==> src/rtl/multu_hilo.sv <==
// Multi-cycle unsigned WIDTHxWIDTH shift-and-add multiplier with the HI/LO pair.
// start/busy/done talk to the control unit; dataOut feeds the ALU result mux for MFHI/MFLO.
module multu_hilo #(
  parameter int          WIDTH = 32,
  parameter logic [5:0]  MULTU = 6'b011001,
  parameter logic [5:0]  MFHI  = 6'b010000,
  parameter logic [5:0]  MFLO  = 6'b010010
) (
  input  logic             clk,
  input  logic             reset,
  input  logic [WIDTH-1:0] dataA,
  input  logic [WIDTH-1:0] dataB,
  input  logic [5:0]       Signal,
  input  logic             start,
  output logic             busy,
  output logic             done,
  output logic [WIDTH-1:0] dataOut,
  output logic [1:0]       state_dbg
);

  // Handshake: start is only taken in IDLE with Signal==MULTU; busy is high for
  // the WIDTH iteration cycles; done pulses one cycle as HI/LO take the product.
  typedef enum logic [1:0] {
    IDLE = 2'd0,
    RUN  = 2'd1,
    DONE = 2'd2
  } state_t;

  localparam int            CW   = $clog2(WIDTH) + 1;
  localparam logic [CW-1:0] LAST = CW'(WIDTH - 1);

  state_t               state, state_n;
  logic [2*WIDTH-1:0]   mcand, mcand_n;
  logic [2*WIDTH-1:0]   product, product_n;
  logic [2*WIDTH-1:0]   sum;
  logic [WIDTH-1:0]     mplier, mplier_n;
  logic [WIDTH-1:0]     hi, hi_n;
  logic [WIDTH-1:0]     lo, lo_n;
  logic [CW-1:0]        count, count_n;

  always_ff @(posedge clk) begin
    if (reset) begin
      state   <= IDLE;
      mcand   <= '0;
      product <= '0;
      mplier  <= '0;
      hi      <= '0;
      lo      <= '0;
      count   <= '0;
    end else begin
      state   <= state_n;
      mcand   <= mcand_n;
      product <= product_n;
      mplier  <= mplier_n;
      hi      <= hi_n;
      lo      <= lo_n;
      count   <= count_n;
    end
  end

  always_comb begin
    state_n   = state;
    mcand_n   = mcand;
    product_n = product;
    mplier_n  = mplier;
    hi_n      = hi;
    lo_n      = lo;
    count_n   = count;
    sum       = product + (mplier[0] ? mcand : '0);
    case (state)
      IDLE: begin
        if (start && (Signal == MULTU)) begin
          mcand_n   = {{WIDTH{1'b0}}, dataA};
          mplier_n  = dataB;
          product_n = '0;
          count_n   = '0;
          state_n   = RUN;
        end
      end
      RUN: begin
        product_n = sum;
        mcand_n   = mcand << 1;
        mplier_n  = mplier >> 1;
        count_n   = count + CW'(1);
        // HI/LO take the final sum directly so they never show a partial product.
        if (count == LAST) begin
          hi_n    = sum[2*WIDTH-1:WIDTH];
          lo_n    = sum[WIDTH-1:0];
          state_n = DONE;
        end
      end
      DONE:    state_n = IDLE;
      default: state_n = IDLE;
    endcase
  end

  always_comb begin
    busy      = (state == RUN);
    done      = (state == DONE);
    state_dbg = state;
    if (Signal == MFHI)      dataOut = hi;
    else if (Signal == MFLO) dataOut = lo;
    else                     dataOut = '0;
  end

endmodule

==> config.mk <==
export PLATFORM = sky130hd
export DESIGN_NAME = multu_hilo
export DESIGN_NICKNAME = d
export VERILOG_FILES = /design/src/rtl/multu_hilo.sv
export SDC_FILE = /design/constraint.sdc
export NUM_CORES = 1
export LEC_CHECK = 0
export BUFFER_PORTS_ARGS = -buffer_cell sky130_fd_sc_hd__buf_4
export CORE_MARGIN = 10
export CORE_UTILIZATION = 50
export CTS_CLUSTER_DIAMETER = 30
export DETAILED_ROUTE_END_ITERATION = 8
export PLACE_DENSITY = 0.69
export SYNTH_ARGS = -nofsm -noshare
export SYNTH_HDL_FRONTEND = slang
export SYNTH_SLANG_ARGS = --single-unit
export TNS_END_PERCENT = 50
==> constraint.sdc <==
create_clock -name clk -period 4.97 [get_ports clk]
set_clock_uncertainty 0.15 [all_clocks]
set_input_delay 0.2485 -clock clk [delete_from_list [all_inputs] [get_ports clk]]
set_output_delay 0.2485 -clock clk [all_outputs]
set_load 0.1 [all_outputs]
# Word-level counts from Yosys, hierarchy flattened
# Index checks and enable logic that the tools add are counted.
op_classes:
  n_addsub: 2
  eq_ne: 8
  n_mux: 14
  reduce_logical: 6
op_table:
  columns: ["operator", "n"]
  rows:
  - ["64-bit case mux with 2 select lines", 2]
  - ["64-bit two-way mux", 3]
  - ["32-bit two-way mux", 3]
  - ["64-bit adder", 1]
  - ["32-bit case mux with 2 select lines", 1]
  - ["6-bit by 5-bit equality test with 1-bit output (second input constant)", 4]
  - ["6-bit case mux with 2 select lines", 1]
  - ["6-bit by 1-bit adder with 6-bit output (second input constant)", 1]
  - ["6-bit two-way mux", 1]
  - ["2-bit AND reduction", 3]
  - ["2-bit two-way mux", 2]
  - ["2-bit case mux with 2 select lines", 1]
  - ["2-bit by 1-bit equality test with 1-bit output (second input constant)", 1]
  - ["2-bit equality test (second input constant)", 1]
  - ["2-bit zero test", 1]
  - ["2-bit by 1-bit != test with 1-bit output (second input constant)", 1]
  - ["2-bit != test (second input constant)", 1]
  - ["2-bit nonzero test", 1]
  - ["1-bit logical AND", 1]
totals:
  register_bits: 232
  in_bits: 73
  out_inout_bits: 36
  word_cells: 37

# Depth between registers and ports, before layout
# Gate-level depths: netlist of the first run.
logic_depth:
  depth_word: 4
  depth_mapped: 16
  depth_no_buf: 14

# Worst setup path before layout of the first run
# No wires, ideal clock.
synth_timing:
  path_kind: "register to register"
  startpoint: "reg mplier[0]"
  endpoint: "reg product[60]"
  setup_time_ns: 0.129
  t_arrival_ns: 3.328
  required_time_ns: 4.691
  slack_ns: 1.363
  stages_incl_launch_ff: 17
  path_buffers: 2
  period_less_slack_ns: 3.607
  path_cell_list: "dfxtp_1 -> clkbuf_1 -> clkbuf_1 -> and2_1 -> ha_1 -> fa_1 -> a21o_1 -> nand4_1 -> nand3_1 -> a32o_1 -> o31ai_1 -> o31ai_2 -> nor3_1 -> o41ai_2 -> a221oi_2 -> xor2_1 -> o21ai_0"
synth_between:
  elab_chain_len: 3
synth_rtl:
  columns: ["element", "line", "rtl"]
  rows:
  - ["start: declaration", "36", "logic [WIDTH-1:0] mplier, mplier_n;"]
  - ["start signal: assignment", "54", "mplier <= mplier_n;"]
  - ["64-bit two-way mux", "69", "sum = product + (mplier[0] ? mcand : '0);"]
  - ["64-bit adder", "69", null]
  - ["64-bit case mux with 2 select lines", "70", "case (state)"]
  - ["end signal: assignment", "53", "product <= product_n;"]
  - ["end: declaration", "34", "logic [2*WIDTH-1:0] product, product_n;"]
# Every way passes these cells.
# A chain may end at the register's enable or synchronous reset.

# Worst setup path after layout of the first run
layout_timing:
  startpoint: "reg mplier[0]"
  endpoint: "reg product[63]"
# Same word-level chain as after synthesis.

==> results.json, run 1 <==
{
  "status": "finished clean",
  "period_share_pct": 90.0,
  "ir_worst_vdd_mv": 0.300,
  "final.setup.worst_slack_ns": 0.496,
  "p_int_w": 0.00440,
  "core_um2": 25200,
  "worst_pin_slew_ns": 1.25,
  "holdWs_ns": 0.0737,
  "setup_tns_ns": 0,
  "postCtsSetupBuffers": 0,
  "grt_pass1_vias": 12000,
  "synth_flop_cell": "dfxtp_1",
  "cts_tree": "yes",
  "power.total_w": 0.00557,
  "yosysSeqAreaShare_pct": 36.2,
  "grt_usage_pct": 23.7,
  "maxCapViolations": 0,
  "postSynth.asyncResetShare_pct": 0,
  "postSynthCellCount": 1663,
  "pwr-share-comb_pct": 3.1,
  "power_leakage_nw": 7.16,
  "grt_overflow": 0,
  "area_delta_synth_final_pct": 26.5,
  "synth-seq-cells": 232,
  "drc_errors": 0,
  "numPortBuffers": 108,
  "yosysUniqueCellTypes": 62,
  "synth_edf_count": 0,
  "fill_cells": 2153,
  "holdPathStages": 2,
  "pre_cts_slack_ns": 0.511,
  "setup_viol": 0,
  "final_nets": 1929,
  "worst_setup_path_start_kind": "flip-flop",
  "h-tree-depth": 2,
  "min_period_ns": 4.47,
  "clkSinkCount": 232,
  "power.density_nw_per_um2": 343,
  "syn_avg_cell_area_um2": 7.71,
  "power_switching_share_pct": 21.0,
  "drtAntennaViolNets": 0,
  "hold_viol": 0,
  "die_height_um": 180,
  "ios": 109,
  "rsz0062_at_grt": "no",
  "grt_max_degree": 62,
  "clk_latency_ns": 0.55,
  "crit_type": "reg2reg",
  "start_util_pct": 50.9,
  "min_from": "reset",
  "wl_per_cell_um": 18.7,
  "cts_made_buffers": 52,
  "timing.rr.end": "product[63]$_SDFFE_PP0P_",
  "drtPass1Iterations": 5,
  "grt_pass1_wl_um": 64500,
  "cts_buffer_depth": 3,
  "rrSetupSlack_ns": 0.50,
  "clock.fmax_mhz": 224,
  "ys_warn_count": 0,
  "switchingPower_w": 0.00117,
  "final_layout_size_suffix_gt1_share_pct": 12.7,
  "clockPowerShare_pct": 63.1,
  "cp_max_fo": 39,
  "die_x_um": 180,
  "pwr-share-seq_pct": 33.8,
  "drt_iter0_drc": 932,
  "dieArea_um2": 32500,
  "hold_end": "lo[11]$_SDFFE_PP0P_",
  "hpwl_um": 27600,
  "clk_pin_slew_worst_paths_ns": 0.05,
  "vias": 12300,
  "crit-reg2reg-launch": "mplier[0]$_SDFFE_PP0P_",
  "wl_um": 40400,
  "cp.required_ns": 5.25,
  "rows": 58,
  "relSlewSlack_pct": 16.5,
  "syn_area_um2": 12800,
  "finalMaxSlewViolations": 0,
  "rr_worst_depth": 14,
  "endpoint_kind": "flip-flop",
  "gp_congestion": 0.937,
  "antenna_found_initial": 1,
  "syn_nets": 1801,
  "critPathArrivalTime_ns": 4.75,
  "n_antenna_cell": 0,
  "clockRootBuffer": "clkbuf_16",
  "via_per_inst": 5.71,
  "worst_hold_path_type": "in2reg"
}
Yosys cell counts (6+ instances only):
cell	instances	area, µm²
dfxtp_1	232	4640
ha_1	64	801
mux2i_1	35	350
nor3_1	13	65.1
a31oi_1	13	81.3
a21oi_1	142	711
a22oi_1	9	67.6
nor2b_1	8	50.1
nand3_1	36	180
and2_1	70	438
o21a_1	6	45.0
xnor2_1	27	236
a211oi_1	13	97.6
buf_2	9	45.0
and3_1	7	43.8
nand2_1	162	608
a22o_1	73	639
nor2_1	331	1240
o21bai_1	11	82.6
a21o_1	41	308
clkbuf_1	94	353
o211ai_1	8	60.1
nand4_1	21	131
o21ai_0	104	521
inv_1	18	67.6
xor2_1	34	298
buf_1	9	33.8
worst max path at each step:
stage | from | slack (ns) | to | depth (start not counted)
after floorplan | mplier[0]$_SDFFE_PP0P_ | 1.36 | product[60]$_SDFFE_PP0P_ | 16
after global placement | mplier[0]$_SDFFE_PP0P_ | 0.59 | product[63]$_SDFFE_PP0P_ | 14
after detailed placement | mplier[0]$_SDFFE_PP0P_ | 0.51 | product[63]$_SDFFE_PP0P_ | 14
after CTS | mplier[0]$_SDFFE_PP0P_ | 0.52 | product[63]$_SDFFE_PP0P_ | 14
after global routing | mplier[0]$_SDFFE_PP0P_ | 0.08 | product[63]$_SDFFE_PP0P_ | 14
final | mplier[0]$_SDFFE_PP0P_ | 0.50 | product[63]$_SDFFE_PP0P_ | 14
repair_timing:
| item | CTS | global route |
|---|---|---|
| hold buffers | 64 | 0 |
| resized for setup | 0 | 0 |
| hold endpoints to repair | 64 | 0 |
state kept, by name (all words and copies together), names as in the netlist:
signal,flops
state_dbg,2
lo,32
product,64
mplier,32
mcand,64
hi,32
count,6
area by class of cell:
cell class	instances	area (µm²)	share of cell area, %
tap	330	413	2.54
clock buffer	66	1470	9.03
multi-input combinational	1297	7680	47.3
timing repair buffer	189	1590	9.81
clock inverter	26	364	2.24
sequential	232	4640	28.6
inverter	19	71.3	0.439
layout by cell type, fill, tap and decap left out, drive strengths merged, types with 21 or more instances in the layout:
cell type	Yosys	final
buf	21	125
clkbuf	94	66
a21oi	142	142
o21ai	105	105
dlygate4sd3	0	64
and2	70	70
a22o	73	73
xor2	34	34
a21o	41	41
ha	64	64
nor2	331	331
dfxtp	232	232
mux2i	35	35
nand3	36	36
xnor2	27	27
nand4	21	21
nand2	163	163
layer usage:
metal	track usage, %	vias up	part of all wire, %
met5	0	-	0.032
met4	7.58	2	2.4
met3	4.58	64	6.7
met2	36.1	430	43
met1	32.9	5772	48
li1	-	6064	-
cell families (layout without fill, tap and decap cells):
family	count (synthesis)	count (layout)	share of synthesized area, %
buffers and inverters	134	300	4.10
and+or+nand+nor	681	681	23.4
adders and majority gates	65	65	6.40
xor gates and xnor gates	61	61	4.17
muxes	35	35	2.73
AOI/OAI and AO/OA	455	455	23.0
DFF	232	232	36.2
power groups by stage:
stage                      logic, W  clock network (W)  registers [W]
after detailed placement   0.000131                  0        0.00191
after floorplan           0.0000656                  0        0.00191
after CTS                  0.000172            0.00355        0.00188
after global placement     0.000130                  0        0.00191
after global routing       0.000189            0.00366        0.00188
final                      0.000175            0.00351        0.00188
worst max-delay path, stage by stage (launching register included):
cell and delay, ns:
dfxtp_1 0.84, buf_4 0.50, and2_1 0.19, ha_1 0.31, a21oi_1 0.24, o21ai_0 0.16, nand2_1 0.10, o211ai_1 0.09
a211oi_1 0.29, a21oi_1 0.11, nor2_1 0.23, o2111ai_1 0.22, a311oi_1 0.58, mux2i_1 0.25, nand3_1 0.08
per-stage QoR:
step / utilization [%] / area, µm² / std cells
detailed placement: 54.6 / 13800 / 2003
floorplan: - / 12800 / 1663
finish: 64.5 / 16200 / 2159
CTS: 64.5 / 16200 / 2159
global route: 64.5 / 16200 / 2159
global placement: 54.6 / 13800 / 2003
Note: power is estimated with default switching activity, not from simulation.
==> run 2, diff against run 1 <==
clock period = 5.1 ns   (was 4.97 ns; I/O delays follow)
==> results.json, run 2 (same netlist as run 1, synthesis figures left out) <==
{
  "final_layout_size_suffix_gt1_share_pct": 12.6,
  "clk_latency_ns": 0.56,
  "rrSetupSlack_ns": 0.49,
  "vias": 12500,
  "grt_overflow": 0,
  "clk_pin_slew_worst_paths_ns": 0.04,
  "ctsResizeCount": 0,
  "use_met1_pct": 34.0,
  "clockRootBuffer": "clkbuf_16",
  "cts_made_buffers": 52,
  "die_height_um": 180,
  "final_cell_mix": "329 x nor2_1, 232 x dfxtp_1, 162 x nand2_1",
  "ir_worst_vdd_mv": 0.310,
  "wl_per_cell_um": 19.2,
  "clkSinkCount": 232,
  "postCtsHoldBufs": 64,
  "maxCapViolations": 0,
  "numPortBuffers": 108,
  "grt-busiest-layer": "met2",
  "worst_pin_slew_ns": 1.10,
  "setup_viol": 0,
  "status": "finished clean",
  "crit_slowest_cell": "dfxtp_1",
  "clock.fmax_mhz": 217,
  "start_util_pct": 50.9,
  "endpoint_kind": "flip-flop",
  "min_from": "reset",
  "rows": 58,
  "hold_end": "lo[4]$_SDFFE_PP0P_",
  "worstPathCellList": "buf_4 -> buf_4 -> and2_1 -> ha_1 -> a21oi_1 -> o21bai_1 -> a21oi_1 -> nor2b_1 -> o21ai_0 -> o211ai_1 -> nor2_1 -> o2111ai_1 -> a311oi_1 -> mux2i_1 -> nand3_1",
  "power.density_nw_per_um2": 348,
  "hold_viol": 0,
  "h-tree-depth": 2,
  "ios": 109,
  "cts_buffer_depth": 3,
  "final_nets": 1928,
  "cts_tree": "yes",
  "rr_worst_depth": 15,
  "wl_um": 41500,
  "grt_usage_pct": 24.3,
  "final.setup.worst_slack_ns": 0.491,
  "min_period_ns": 4.61,
  "relSlewSlack_pct": 26.5,
  "crit_type": "reg2reg",
  "rsz0062_at_grt": "no",
  "holdPathStages": 2,
  "power_leakage_nw": 7.19,
  "worst_hold_path_type": "in2reg",
  "via_per_inst": 5.77,
  "grt_max_degree": 84,
  "drtPass1Iterations": 6,
  "dieArea_um2": 32500,
  "finalMaxSlewViolations": 0,
  "period_share_pct": 90.4,
  "timing.rr.end": "product[63]$_SDFFE_PP0P_",
  "hpwl_um": 28100,
  "worst_setup_path_start_kind": "flip-flop",
  "drc_errors": 0,
  "grt_pass1_vias": 12100,
  "use_met2_pct": 37.3,
  "grt_pass1_wl_um": 66400,
  "pre_cts_slack_ns": 0.602,
  "reg_top3": "mcand (64), product (64)",
  "met3_usage_pct": 4.32,
  "setup_tns_ns": 0,
  "crit-reg2reg-launch": "mplier[0]$_SDFFE_PP0P_",
  "core_um2": 25200,
  "drt_iter0_drc": 1104,
  "cp_max_fo": 29,
  "gp_congestion": 0.930,
  "critPathArrivalTime_ns": 4.90,
  "layout_commonest_cell": "nor2_1",
  "die_x_um": 180,
  "drtAntennaViolNets": 0,
  "antenna_found_initial": 1,
  "area_delta_synth_final_pct": 27.3,
  "cp_slowest_stage_delay_ns": 0.83,
  "cp.required_ns": 5.39,
  "postCtsSetupBuffers": 0
}
[run 2: cell type report]
| cell class | count | area [µm²] |
|---|---|---|
| Antenna cell | 1 | 2.50 |
| Clock buffer | 67 | 1410 |
| Clock inverter | 30 | 536 |
| Fill cell | 2187 | 8850 |
| Inverter | 19 | 71.3 |
| Multi-Input combinational cell | 1297 | 7680 |
| Sequential cell | 232 | 4640 |
| Tap cell | 330 | 413 |
| Timing Repair Buffer | 188 | 1570 |
[run 2: critical path: cells and delay by family, from the launching register on]
family / cells / cell delay, ns
AOI/OAI and AO/OA: 7 / 1.69
adders and majority gates: 1 / 0.31
buffers and inverters: 2 / 0.64
DFF: 1 / 0.83
muxes: 1 / 0.24
and+or+nand+nor: 4 / 0.63
[run 2: worst max path at each step]
stage | slack, ns | depth (start not counted) | from | end
final | 0.49 | 15 | mplier[0]$_SDFFE_PP0P_ | product[63]$_SDFFE_PP0P_
after global routing | 0.04 | 13 | mplier[0]$_SDFFE_PP0P_ | product[63]$_SDFFE_PP0P_
after CTS | 0.57 | 15 | mplier[0]$_SDFFE_PP0P_ | product[63]$_SDFFE_PP0P_
after detailed placement | 0.60 | 15 | mplier[0]$_SDFFE_PP0P_ | product[63]$_SDFFE_PP0P_
after global placement | 0.72 | 13 | mplier[0]$_SDFFE_PP0P_ | product[63]$_SDFFE_PP0P_
after floorplan | 1.49 | 16 | mplier[0]$_SDFFE_PP0P_ | product[60]$_SDFFE_PP0P_
[run 2: per-layer routing]
layer  up-vias  part of all wire, %
met5         -                    0
met4         0                  2.1
met3        64                  6.9
met2       417                   44
met1      5932                   47
li1       6069                    -
[run 2: power by group]
group | switching (W) | internal [W] | leakage (nW)
logic | 0.0000806 | 0.0000878 | 4.39
registers | 0.00000635 | 0.00183 | 1.87
clock network | 0.00112 | 0.00256 | 0.927
[run 2: per-stage QoR]
step | utilization (%) | cell area, µm² | total power (W) | std cells | hold slack, ns
after detailed placement | 54.6 | 13700 | 0.00199 | 2002 | 0.299
after global routing | 64.8 | 16300 | 0.00582 | 2164 | 0.165
after floorplan | - | 12800 | 0.00193 | 1663 | 0.226
final | 64.8 | 16300 | 0.00568 | 2164 | 0.130
after CTS | 64.8 | 16300 | 0.00570 | 2163 | 0.154
after global placement | 54.6 | 13700 | 0.00199 | 2002 | 0.291
